--- config.mk ---
export PLATFORM = sky130hd
export DESIGN_NAME = memory_access_arbiter
export DESIGN_NICKNAME = d
export VERILOG_FILES = /design/src/rtl/memory_access_arbiter.sv
export SDC_FILE = /design/constraint.sdc
export NUM_CORES = 1
export LEC_CHECK = 0
export BUFFER_PORTS_ARGS = -buffer_cell sky130_fd_sc_hd__buf_2
export CELL_PAD_IN_SITES_DETAIL_PLACEMENT = 0
export CELL_PAD_IN_SITES_GLOBAL_PLACEMENT = 1
export CORE_MARGIN = 4
export CORE_UTILIZATION = 31
export CTS_BUF_LIST = sky130_fd_sc_hd__clkbuf_2
export DETAILED_ROUTE_END_ITERATION = 12
export PLACE_DENSITY = 0.72
export SLEW_MARGIN = 25
export SYNTH_ARGS = -nofsm -noshare
export SYNTH_HDL_FRONTEND = slang
export SYNTH_SLANG_ARGS = --single-unit
export TNS_END_PERCENT = 5
--- constraint.sdc ---
create_clock -name clk_i -period 1.5 [get_ports clk_i]
set_clock_uncertainty 0.1 [all_clocks]
set_input_delay 0.075 -clock clk_i [delete_from_list [all_inputs] [get_ports clk_i]]
set_output_delay 0.075 -clock clk_i [all_outputs]
set_load 0.03 [all_outputs]
--- src/rtl/memory_access_arbiter.sv ---
`default_nettype none
// ============================================================================
// memory_access_arbiter : round-robin sharing of a 4 x 8-bit byte store
// between two requesters, sequencing writes as SETUP/STORE/HOLD pulses.
// Revision 1.0
// ============================================================================
module memory_access_arbiter #(
  parameter int DATA_W      = 8,
  parameter int ADDR_W      = 2,
  parameter int HOLD_CYCLES = 1
) (
  input  logic              clk_i,
  input  logic              reset_i,
  input  logic              req0_valid_i,
  input  logic              req0_write_i,
  input  logic [ADDR_W-1:0] req0_addr_i,
  input  logic [DATA_W-1:0] req0_wdata_i,
  output logic              req0_ready_o,
  output logic              req0_rvalid_o,
  output logic [DATA_W-1:0] req0_rdata_o,
  input  logic              req1_valid_i,
  input  logic              req1_write_i,
  input  logic [ADDR_W-1:0] req1_addr_i,
  input  logic [DATA_W-1:0] req1_wdata_i,
  output logic              req1_ready_o,
  output logic              req1_rvalid_o,
  output logic [DATA_W-1:0] req1_rdata_o,
  output logic [ADDR_W-1:0] mem_addr_o,
  output logic [DATA_W-1:0] mem_data_o,
  output logic              mem_store_o,
  input  logic [DATA_W-1:0] mem_q_i,
  output logic              busy_o,
  output logic [7:0]        wr_count_o
);

  localparam int HOLD_W = (HOLD_CYCLES < 1) ? 1 : $clog2(HOLD_CYCLES + 1);
  localparam logic [HOLD_W-1:0] HOLD_LOAD = HOLD_W'(HOLD_CYCLES);
  localparam logic [HOLD_W-1:0] HOLD_LAST = HOLD_W'(1);

  localparam logic [2:0] S_IDLE  = 3'd0;
  localparam logic [2:0] S_SETUP = 3'd1;
  localparam logic [2:0] S_STORE = 3'd2;
  localparam logic [2:0] S_HOLD  = 3'd3;
  localparam logic [2:0] S_READ  = 3'd4;

  logic [2:0]        state_q,     state_d;
  logic              rr_ptr_q,    rr_ptr_d;
  logic              port_q,      port_d;
  logic [HOLD_W-1:0] hold_cnt_q,  hold_cnt_d;
  logic [ADDR_W-1:0] mem_addr_q,  mem_addr_d;
  logic [DATA_W-1:0] mem_data_q,  mem_data_d;
  logic              mem_store_q, mem_store_d;
  logic [DATA_W-1:0] rdata0_q,    rdata0_d;
  logic [DATA_W-1:0] rdata1_q,    rdata1_d;
  logic              rvalid0_q,   rvalid0_d;
  logic              rvalid1_q,   rvalid1_d;
  logic [7:0]        wr_count_q,  wr_count_d;

  logic w_idle;
  logic w_gnt0;
  logic w_gnt1;

  // A lone requester always wins; on contention the pointer decides.
  assign w_idle = (state_q == S_IDLE);
  assign w_gnt0 = req0_valid_i & (~req1_valid_i | ~rr_ptr_q);
  assign w_gnt1 = req1_valid_i & (~req0_valid_i |  rr_ptr_q);

  assign req0_ready_o  = w_idle & w_gnt0;
  assign req1_ready_o  = w_idle & w_gnt1;
  assign req0_rvalid_o = rvalid0_q;
  assign req1_rvalid_o = rvalid1_q;
  assign req0_rdata_o  = rdata0_q;
  assign req1_rdata_o  = rdata1_q;
  assign mem_addr_o    = mem_addr_q;
  assign mem_data_o    = mem_data_q;
  assign mem_store_o   = mem_store_q;
  assign busy_o        = ~w_idle;
  assign wr_count_o    = wr_count_q;

  always_comb begin
    state_d     = state_q;
    rr_ptr_d    = rr_ptr_q;
    port_d      = port_q;
    hold_cnt_d  = hold_cnt_q;
    mem_addr_d  = mem_addr_q;
    mem_data_d  = mem_data_q;
    mem_store_d = 1'b0;
    rdata0_d    = rdata0_q;
    rdata1_d    = rdata1_q;
    rvalid0_d   = 1'b0;
    rvalid1_d   = 1'b0;
    wr_count_d  = wr_count_q;

    case (state_q)
      S_IDLE: begin
        if (w_gnt0 || w_gnt1) begin
          port_d     = w_gnt1;
          rr_ptr_d   = ~w_gnt1;
          mem_addr_d = w_gnt1 ? req1_addr_i : req0_addr_i;
          if (w_gnt1 ? req1_write_i : req0_write_i) begin
            mem_data_d = w_gnt1 ? req1_wdata_i : req0_wdata_i;
            state_d    = S_SETUP;
          end else begin
            state_d    = S_READ;
          end
        end
      end
      S_SETUP: begin
        mem_store_d = 1'b1;
        state_d     = S_STORE;
      end
      S_STORE: begin
        wr_count_d = wr_count_q + 8'd1;
        hold_cnt_d = HOLD_LOAD;
        state_d    = S_HOLD;
      end
      S_HOLD: begin
        if (hold_cnt_q <= HOLD_LAST) begin
          state_d = S_IDLE;
        end else begin
          hold_cnt_d = hold_cnt_q - HOLD_LAST;
        end
      end
      S_READ: begin
        if (port_q) begin
          rdata1_d  = mem_q_i;
          rvalid1_d = 1'b1;
        end else begin
          rdata0_d  = mem_q_i;
          rvalid0_d = 1'b1;
        end
        state_d = S_IDLE;
      end
      default: state_d = S_IDLE;
    endcase
  end

  always_ff @(posedge clk_i) begin
    if (reset_i) begin
      state_q     <= S_IDLE;
      rr_ptr_q    <= 1'b0;
      port_q      <= 1'b0;
      hold_cnt_q  <= '0;
      mem_addr_q  <= '0;
      mem_data_q  <= '0;
      mem_store_q <= 1'b0;
      rdata0_q    <= '0;
      rdata1_q    <= '0;
      rvalid0_q   <= 1'b0;
      rvalid1_q   <= 1'b0;
      wr_count_q  <= 8'd0;
    end else begin
      state_q     <= state_d;
      rr_ptr_q    <= rr_ptr_d;
      port_q      <= port_d;
      hold_cnt_q  <= hold_cnt_d;
      mem_addr_q  <= mem_addr_d;
      mem_data_q  <= mem_data_d;
      mem_store_q <= mem_store_d;
      rdata0_q    <= rdata0_d;
      rdata1_q    <= rdata1_d;
      rvalid0_q   <= rvalid0_d;
      rvalid1_q   <= rvalid1_d;
      wr_count_q  <= wr_count_d;
    end
  end

endmodule
`default_nettype wire

## Yosys cells after proc, flatten, opt, wreduce, memory -nomap -nowiden

Index checks and enable logic that the tools add are counted.

| storage, ports and cells | value |
|---|---|
| flip-flop bits (word level) | 43 |
| bits in latches | 0 |
| memory bits (writable) | 0 |
| memory bits (read-only) | 0 |
| input bits | 34 |
| memories | 0 |

| cells by class | value |
|---|---|
| add/subtract/negate cells | 2 |
| $mul | 0 |
| divide/modulo/power cells | 0 |
| order comparisons | 1 |
| equal/unequal tests | 7 |
| shift-type cells | 0 |
| multiplexer cells | 12 |
| bitwise operators | 13 |
| reduce and logical (&&, ||, !) cells | 10 |

Operators with widths:

| kind | number |
|---|---|
| $pmux 3 s4 | 1 |
| $reduce_and 2->1 | 5 |
| $mux 3 | 3 |
| $add 8x1->8 const B | 1 |
| $mux 8 | 1 |
| $not 1->1 | 7 |
| $eq 3x2->1 const B | 2 |
| $mux 1 | 5 |
| $and 1x1->1 | 4 |
| $ne 2x2->1 const B | 2 |
| $eq 3x1->1 const B | 1 |
| $eq 3x3->1 const B | 1 |
| $logic_not 3->1 | 1 |
| $reduce_and 3->1 | 1 |
| $mux 2 | 1 |
| $ne 2x1->1 const B | 1 |
| $or 1x1->1 | 2 |
| $pmux 1 s2 | 1 |
| $reduce_bool 2->1 | 1 |
| $reduce_or 2->1 | 1 |
| $le 1x1->1 const B | 1 |
| $logic_or 1x1->1 | 1 |
| $sub 1x1->1 const B | 1 |

## Depth between registers and ports, before layout

| depth | value |
|---|---|
| depth in word-level cells | 7 |
| gate-level depth with buffers | 6 |

## Worst setup path before layout

Ideal clock, no wire load.

| path | value |
|---|---|
| path type | reg2reg |
| from | reg state_q[1] |
| to | reg mem_data_q[0], in the netlist mem_data_o[0] |
| arrival time | 1312 ps |
| required time | 1313 ps |
| path slack | 1 ps |
| stages on the path, launching flop included | 7 |
| path buffers | 1 |
| path through | dfxtp_1 buf_6 nor3_4 inv_2 nor2_8 o21ai_4 a221oi_2 |

| on the way | value |
|---|---|
| word-level cells in the longest chain between the ends | 2 |

RTL lines:

| what | RTL line | source |
|---|---|---|
| from (decl) | 46 | `logic [2:0] state_q, state_d;` |
| from (signal assigned) | 153 | `state_q <= state_d;` |
| $logic_not 3->1 | 94 | `case (state_q)` |
| $reduce_and 3->1 (no source line) | -- |  |
| to (signal assigned) | 158 | `mem_data_q <= mem_data_d;` |
| to (decl) | 51 | `logic [DATA_W-1:0] mem_data_q, mem_data_d;` |

Every way passes these cells.
A chain may end at the register's enable or synchronous reset.

## Worst setup path in the final report

| path | value |
|---|---|
| from | reg state_q[1] |
| to | out req0_ready_o |

| on the way | value |
|---|---|
| word-level cells in the longest chain between the ends | 2 |

RTL lines:

| what | RTL line | source |
|---|---|---|
| $logic_not 3->1 | 64 | `assign w_idle = (state_q == S_IDLE);` |
| $and 1x1->1 | 68 | `assign req0_ready_o = w_idle & w_gnt0;` |
| to (decl) | 18 | `output logic req0_ready_o,` |

Every way passes these cells.

==> results_dict.tcl <==
set metrics [dict create \
    status "finished, violations left" \
    violations "negative setup slack" \
    hold_path.class "input port to register" \
    finalCritPeriodShare 1.06 \
    synthDominantAreaCellType "dfxtp_1" \
    place.port_buffers 73 \
    finalSetupViolations 10 \
    htree_levels 2 \
    std_cell_rows 27 \
    reg2reg_end "mem_data_o[7]" \
    ys.warnings.count 0 \
    worst_r2r_startpoint "state_q[1]" \
    yosysSeqAreaShare 0.453 \
    first_global_vias 1937 \
    final_antenna_net_count 0 \
    finalCriticalPeriod_ns 1.59 \
    routedWlPerCell_um 13.4 \
    firstDrtPassIters 4 \
    syn_area_um2 1860 \
    cts_buffers 5 \
    initial_core_util 0.329 \
    clockBufferDepth 2 \
    gr-total-overflow 0 \
    dp.cells 360 \
    syn-instance-count 206 \
    final_util 0.518 \
    setup_ws_ns -0.0928 \
    slew-limit-headroom 0.703 \
    leakage_nw 1.27 \
    worstSkewPairLatency_ns 0.39 \
    dp_slack_ns 0.0246 \
    finalWeightedCongestion 0.704 \
    worst_setup_path_startpoint "state_q[1]" \
    max_ir_drop_vdd_v 0.000363 \
    detailedRoute.firstIterationViolations 48 \
    ff2ff_path_depth 7 \
    antenna_found_initial 0 \
    timing_hold_violations_final 0 \
    die_h_um 85.4 \
    grt_pass1_wl_mm 9.01 \
    worst_setup_hold_path_clk_slew_ns 0.20 \
    mostFrequentLayoutCell "buf_2" \
    synth_cell_types 40 \
    unrepaired_setup_endpoints_after_global_routing "true" \
    instances_no_fill 404 \
    dominantRegCellSynth "dfxtp_1" \
    grt_start_max_net_pins 19 \
    clock_sinks 42 \
    dpl.hpwl_mm 3.77 \
    timing.final.max_slew_violations 0 \
    worstSetupEndpoint "req0_ready_o" \
    syn_to_final_growth_pct 57.4 \
    num_antenna_cells 0 \
    synth_top_area_frac 0.453 \
    synth_enable_flop_cells 0 \
    async_flop_share 0 \
    cts_tree "yes" \
    intPower_mw 1.78 \
    comb_power_share 0.364 \
    worst-path-max-fanout 2 \
    maxCapViolations 0 \
    core_area_um2 5640 \
    drive_gt1_frac 0.413 \
    ys_seq_elements 42 \
    die_w_um 85.4 \
    routed_via_density 4.77 \
    critPathLaunchType "register" \
    synth.avg_cell_area_um2 9.01 \
    power_switching_share 0.346 \
    via_total_after_detailed_routing 1926 \
    worst_pin_slew_ns 0.446 \
    power_frac_clock 0.175 \
    drc 0 \
    crit_required_ns 1.32 \
    net-switching-power_uw 942 \
    setup.worst_path.class "register to primary output" \
    clk_root_buffer_cell "clkbuf_2" \
    critical_path_arrival_ns 1.42 \
    top_achievable_clock_speed_ghz 0.628 \
    mostFrequentLayoutCells "70 x buf_2, 40 x nand2_1, 38 x dfxtp_1" \
    pwr-share-seq 0.461 \
    grt.total_usage 0.152 \
    die-area_um2 7290 \
    cp-end-kind "primary output" \
    postSynthNetCount 241 \
    ioPinCount 74 \
    layout.nets 366 \
    totalWireLength_mm 5.41 \
    synth_top_cells_by_area "dfxtp_1 45%, nand2_1 8.3%, a221oi_2 6.5%" \
    r2r_slack_ns -0.04 \
    pwr_density_cell_nw_per_um2 930 \
]
[power groups by stage]
| stage | registers (mW) | clock network [mW] | logic, mW |
|---|---|---|---|
| 6_report | 1.25 | 0.477 | 0.990 |
| 4_1_cts | 1.25 | 0.508 | 0.933 |
| 3_3_place_gp | 1.27 | 0 | 0.796 |
| 5_1_grt | 1.26 | 0.557 | 1.06 |
| 2_1_floorplan | 1.39 | 0 | 0.398 |
| 3_5_place_dp | 1.28 | 0 | 0.798 |
[repair_timing]
action,4_1_cts,5_1_grt
endpoints found under the setup margin,8,35
buffers inserted,4,1
hold buffers,31,0
gates resized for setup,17,15
pin swaps,6,9
endpoints found under the hold margin,30,0
[cell type report]
type	count	area, µm²
Clock buffer	6	30.0
Inverter	11	41.3
Multi-Input combinational cell	139	962
Sequential cell	42	851
Fill cell	533	2720
Clock inverter	2	8.76
Timing Repair Buffer	132	940
Tap cell	72	90.1
[stage by stage]
stage	setup TNS, ns	hold WS, ns	instance area [µm²]	power [mW]
after floorplan	0	0.111	1860	1.78
after global placement	0	0.233	2420	2.07
after detailed placement	0	0.234	2420	2.08
after CTS	-0.761	0.00678	2860	2.69
after global routing	-1.84	0.0135	2920	2.88
final	-0.310	0.0322	2920	2.72
[synth_stat cells (2+ instances only)]
cell type,number
dfxtp_1,42
nand2_1,41
a21oi_1,17
nor2_1,16
inv_1,9
a221oi_2,8
nand4b_1,8
o31ai_1,8
clkbuf_1,7
and3_1,5
nand4_1,4
xor2_1,4
buf_2,3
nor3_1,3
xnor2_1,3
a311oi_1,2
buf_6,2
nor4b_1,2
[registers in the layout, summed over array words and instances (netlist names)]
signal and flops:
req0_rvalid_o 1, mem_addr_o 2, state_q 3, wr_count_o 8, mem_store_o 1, req0_rdata_o 8, port_q 1, mem_data_o 8
rr_ptr_q 1, req1_rdata_o 8, req1_rvalid_o 1
[worst min path at each step]
stage,start,end,cells past startpoint
6_report,req1_wdata_i[2],mem_data_o[2],4
2_1_floorplan,mem_q_i[0],req0_rdata_o[0],2
3_3_place_gp,mem_q_i[1],req1_rdata_o[1],3
3_5_place_dp,mem_q_i[0],req1_rdata_o[0],3
4_1_cts,req1_wdata_i[2],mem_data_o[2],4
5_1_grt,req1_wdata_i[2],mem_data_o[2],4
[kinds of logic after synthesis]
kind of cell / after synthesis / share of synthesized area
AOI/OAI and AO/OA: 41 / 0.181
xor gates and xnor gates: 7 / 0.0330
adders and majority gates: 1 / 0.00674
buffers and inverters: 25 / 0.0627
DFF: 42 / 0.453
muxes: 1 / 0.00539
and+or+nand+nor: 89 / 0.258
[worst max-delay path, stage by stage, from the launching register on]
cell and delay, ns:
dfxtp_4 0.39, nor3_4 0.21, buf_6 0.13, and3_4 0.17, buf_6 0.12
[routing by layer]
layer,GRT usage,share of wire,vias to the layer above,routed length [µm]
li1,-,-,976,-
met1,0.192,0.45,892,2410
met2,0.257,0.49,49,2670
met3,0.0350,0.047,9,252
met4,0.0446,0.014,0,78
met5,0,0,-,0
(Power assumes the default switching activity.)
